### src/rtl/cpu_pkg.sv
// Shared encodings for the accumulator CPU: instruction opcodes and the
// control sequencer state enumeration.
package cpu_pkg;

    localparam logic [2:0] OP_HLT = 3'b000;
    localparam logic [2:0] OP_SKZ = 3'b001;
    localparam logic [2:0] OP_ADD = 3'b010;
    localparam logic [2:0] OP_AND = 3'b011;
    localparam logic [2:0] OP_XOR = 3'b100;
    localparam logic [2:0] OP_LDA = 3'b101;
    localparam logic [2:0] OP_STO = 3'b110;
    localparam logic [2:0] OP_JMP = 3'b111;

    localparam logic [2:0] S_IDLE    = 3'd0;
    localparam logic [2:0] S_FETCH   = 3'd1;
    localparam logic [2:0] S_DECODE  = 3'd2;
    localparam logic [2:0] S_EXEC_RD = 3'd3;
    localparam logic [2:0] S_EXEC_WR = 3'd4;
    localparam logic [2:0] S_HALT    = 3'd5;

endpackage

### src/rtl/control_sequencer.sv
// Control sequencer for a small accumulator CPU: fetch / decode / operand
// access, with every strobe decoded combinationally from the current state.
module control_sequencer
    import cpu_pkg::*;
(
    input  logic       clk,
    input  logic       clear_n,
    input  logic       run,
    input  logic [2:0] opcode,
    input  logic       zero,
    input  logic       mem_ready,
    output logic       pc_clear,
    output logic       pc_load,
    output logic       pc_inc,
    output logic       ir_load,
    output logic       acc_load,
    output logic       mem_rd,
    output logic       mem_wr,
    output logic       addr_sel,
    output logic [2:0] alu_op,
    output logic       halted,
    output logic [2:0] state
);

    logic [2:0] state_q;
    logic [2:0] state_d;

    assign state = state_q;

    // Memory handshake: a rd/wr strobe is held until mem_ready is seen high in
    // the same cycle; that cycle completes the access and the state advances.
    always_ff @(posedge clk or negedge clear_n) begin
        if (!clear_n) begin
            state_q <= S_IDLE;
        end else begin
            state_q <= state_d;
        end
    end

    always_comb begin
        state_d  = state_q;
        pc_clear = 1'b0;
        pc_load  = 1'b0;
        pc_inc   = 1'b0;
        ir_load  = 1'b0;
        acc_load = 1'b0;
        mem_rd   = 1'b0;
        mem_wr   = 1'b0;
        addr_sel = 1'b0;
        alu_op   = 3'b000;
        halted   = 1'b0;
        case (state_q)
            S_IDLE: begin
                pc_clear = 1'b1;
                if (run) state_d = S_FETCH;
            end
            S_FETCH: begin
                mem_rd = 1'b1;
                if (mem_ready) begin
                    ir_load = 1'b1;
                    pc_inc  = 1'b1;
                    state_d = S_DECODE;
                end
            end
            S_DECODE: begin
                case (opcode)
                    OP_HLT: state_d = S_HALT;
                    OP_SKZ: begin
                        pc_inc  = zero;
                        state_d = S_FETCH;
                    end
                    OP_JMP: begin
                        pc_load  = 1'b1;
                        addr_sel = 1'b1;
                        state_d  = S_FETCH;
                    end
                    OP_STO:  state_d = S_EXEC_WR;
                    default: state_d = S_EXEC_RD;
                endcase
            end
            S_EXEC_RD: begin
                addr_sel = 1'b1;
                mem_rd   = 1'b1;
                alu_op   = opcode;
                if (mem_ready) begin
                    acc_load = 1'b1;
                    state_d  = S_FETCH;
                end
            end
            S_EXEC_WR: begin
                addr_sel = 1'b1;
                mem_wr   = 1'b1;
                if (mem_ready) state_d = S_FETCH;
            end
            S_HALT:  halted  = 1'b1;
            default: state_d = S_IDLE;
        endcase
    end

endmodule

### config.mk
export PLATFORM = sky130hd
export DESIGN_NAME = control_sequencer
export DESIGN_NICKNAME = d
export VERILOG_FILES = /design/src/rtl/cpu_pkg.sv /design/src/rtl/control_sequencer.sv
export SDC_FILE = /design/constraint.sdc
export NUM_CORES = 1
export LEC_CHECK = 0
export CORE_AREA = 2 2 39 41
export CTS_CLUSTER_DIAMETER = 50
export DETAILED_ROUTE_END_ITERATION = 10
export DIE_AREA = 0 0 41 43
export HOLD_SLACK_MARGIN = 0.15
export PLACE_DENSITY_LB_ADDON = 0.25
export SYNTH_ARGS = -nofsm -noshare
export SYNTH_HDL_FRONTEND = slang
export SYNTH_SLANG_ARGS = --single-unit
### constraint.sdc
create_clock -name clk -period 1.6 [get_ports clk]
set_input_delay 0.32 -clock clk [delete_from_list [all_inputs] [get_ports clk]]
set_output_delay 0.32 -clock clk [all_outputs]
set_load 0.02 [all_outputs]
==> results of run 1 <==
-- worst paths after layout --
check	end	slack (ns)	depth (start not counted)
max in group asynchronous	state[2]	1.16	1
max reg2reg	state[0]	0.29	5
max	ir_load	0.05	3
min	state[1]	0.28	1
min in group clk	state[2]	0.57	3
min reg2reg	state[1]	0.66	2
-- logic make-up (layout without fill, tap and decap cells) --
kind of cell    Yosys count  after routing  share of synthesized area (%)
simple gates             22             22                           41.8
compound gates            8              8                           16.5
buf+inv                   4             45                           8.83
flops                     3              3                           24.1
xor+xnor                  2              2                           5.62
mux                       1              1                           3.21
-- per-stage QoR --
stage	power, mW	cells	worst slack [ns]	setup TNS, ns	instance area [sq um]
6_report	1.22	97	0.0498	0	674
5_1_grt	1.30	97	0.00415	0	674
4_1_cts	1.22	96	-0.0544	-0.180	682
3_5_place_dp	1.13	90	-0.562	-4.01	647
3_3_place_gp	1.13	90	-0.553	-3.94	647
2_1_floorplan	0.651	40	-0.00234	-0.00703	318
-- Yosys cell counts (2+ instances only) --
cell / instances
and3_1: 3
nand2b_1: 2
nor4b_1: 2
a21oi_1: 2
dfrtp_1: 3
nor2_1: 6
nand3_1: 2
a31oi_1: 2
-- timing repair --
| item | 4_1_cts | 5_1_grt |
|---|---|---|
| pin swaps | 1 | 3 |
| endpoints found under the setup margin | 15 | 11 |
| resized for setup | 50 | 15 |
| endpoints found under the hold margin | 0 | 0 |
| setup buffers | 2 | 1 |
| hold buffers | 0 | 0 |
-- layer usage --
layer | GRT usage (%) | share of wire, % | up-vias
met2 | 22.2 | 51 | 9
met3 | 1.57 | 3.5 | 0
li1 | - | - | 229
met5 | 0 | 0 | -
met4 | 2.00 | 0 | 0
met1 | 16.5 | 45 | 199
-- power by group through the flow --
stage          Combinational, mW  Clock (mW)  Sequential [mW]
2_1_floorplan              0.461           0            0.190
3_3_place_gp               0.963           0            0.165
3_5_place_dp               0.967           0            0.165
4_1_cts                    0.920       0.135            0.162
5_1_grt                     1.00       0.138            0.166
6_report                   0.924       0.130            0.162
-- worst max-delay path: cells and delay by family (launching register included) --
kind	cells	cell delay, ns
buf+inv	2	0.35
simple gates	1	0.18
flops	1	0.46
-- layout make-up --
| class | count | area [sq um] | share of cell area [%] |
|---|---|---|---|
| clock buffers | 4 | 26.3 | 3.90 |
| repair buffers | 40 | 319 | 47.3 |
| flip-flops and latches | 3 | 76.3 | 11.3 |
| well taps | 16 | 20.0 | 2.97 |
| inverters | 1 | 3.75 | 0.557 |
| multi-input cells | 33 | 229 | 34.0 |
==> summary.md, run 1 <==
| Metric | Value |
|---|---|
| Fin crit period | ~1.6 ns |
| DRC | 0 |
| RSZ-0062 raised after global routing | false |
| Clk pwr share | 10.7% |
| Max reg flops | 3 |
| Post-synth EDFFs | 0 |
| Core area | 1380 sq um |
| Clock buffer depth | 2 |
| Fin util | a little under 50% |
| Ys async rst share | 100% |
| Top cells by area, synth | dfrtp_1, nor2_1, and3_1, nor4b_1, a31oi_1 |
| Register area share after synthesis | 24.1% |
| Die width | roughly 41 microns |
| Clock sink count | 3 |
| Port bufs | 22 |
| Worst flop-to-flop path startpoint | state[0] |
| Cells after Synth | 40 |
| Via density | about 4.5 |
| Row count | 14 |
| Router iterations before antenna repair | 4 |
| Outcome | completed |
| Hold_ws | about 0.28 ns |
| Critical Path End Type | primary output |
| Final Skew | ~0.0013 ns |
| NetSw | 562 uW |
| Most common cell after layout, fill and taps aside | buf_4 |
| Final Cycle Share | 96.9% |
| DIE AREA | 1760 sq um |
| Starting Density | 22.5% |
| Routability cong. | approximately 0.76 |
| Endpoints failing setup | 0 |
| First-pass GRT wire length | approximately 1.6 mm |
| Vias after detailed routing | 437 |
| Worst hold path type | in -> async |
| Seq cells post-synth | 3 |
| Arrival @ worst endpoint | ~1.2 ns |
| Combinational Power Share | 76.0% |
| Yosys warns | 0 |
| CP startpoint kind | flop |
| Critical Path Source | state[2] |
| Final number of hold-violating endpoints | 0 |
| Mapped cell area | roughly 310 sq um |
| CP max stage cell | dfrtp_2 |
| Post-detail-place hpwl | between 800 and 900 microns |
| Detailed Route Iter0 Violations | 4 |
| CP Class | reg -> out |
| Fillcell total | 150 |
| Max-slew violation count | 0 |
| H-tree depth | 1 |
| CTS root buf | clkbuf_4 |
| Final nets | 90 |
| Max Cap Violations | 0 |
| Number of global-route vias before repair | 379 |
| Worst-path fanout max | 7 |
| GRT Resource Usage Total | approximately 13% |
| Num ports | 23 |
| Static Leak | 0.360 nW |
| Routed WL | 1.11 mm |
| Int Pwr | ~650 uW |
| Chip height | 43 microns |
| Antenna viol nets, final | 0 |
| Worst vdd ir | just over 500 uV |
| Area leader, netlist | dfrtp_1 |
| Area growth, synth to finish | 116% |
| Most frequent cells in the layout | buf_4, buf_2, nor2_1, dlygate4sd2_1, buf_6 |
| Ant. Diodes | 0 |
| Synth Flop Type | dfrtp_1 |
| Netlist cell types | 26 |
| Syn_area_per_cell | 7.79 sq um |
| CTS tree | yes |
| Post-Syn Nets | 48 |
| Pwr per Cell Area | ~1800 nW/um^2 |
| Congestion Overflow GR | 0 |
| Clock Latency Late Sink | 0.23 ns |
| Post-synth top area share | around 24% |
| Layout cells sized above 1 | 50.6% |
| Per-cell routed wire length | 11.5 microns |
| Initial antenna violation count | 0 |
| CP cell instances | buf_4 > nor4b_2 > buf_2 |
| CTS Buf Count | 3 |
| Switch share | 46.2% |
| Slew margin rel. | approximately 82% |
| Largest net degree at the start of global routing | 10 |
| CTS clk-pin slew, worst paths | 0.04 ns |
| Req. time, crit path | approximately 1.3 ns |
| Reg power frac | 13.3% |
| Max Freq | 645 MHz |
| Slowest cell delay on critical path | 0.46 ns |
| Worst Max-Slew Pin Slew | 0.261 ns |
(Power assumes the default switching activity.)
==> run 2, diff against run 1 <==
SLEW_MARGIN = 20   (was not set)
==> results of run 2 <==
Same layout as run 1: the final DEF is identical, and so are final timing and power.
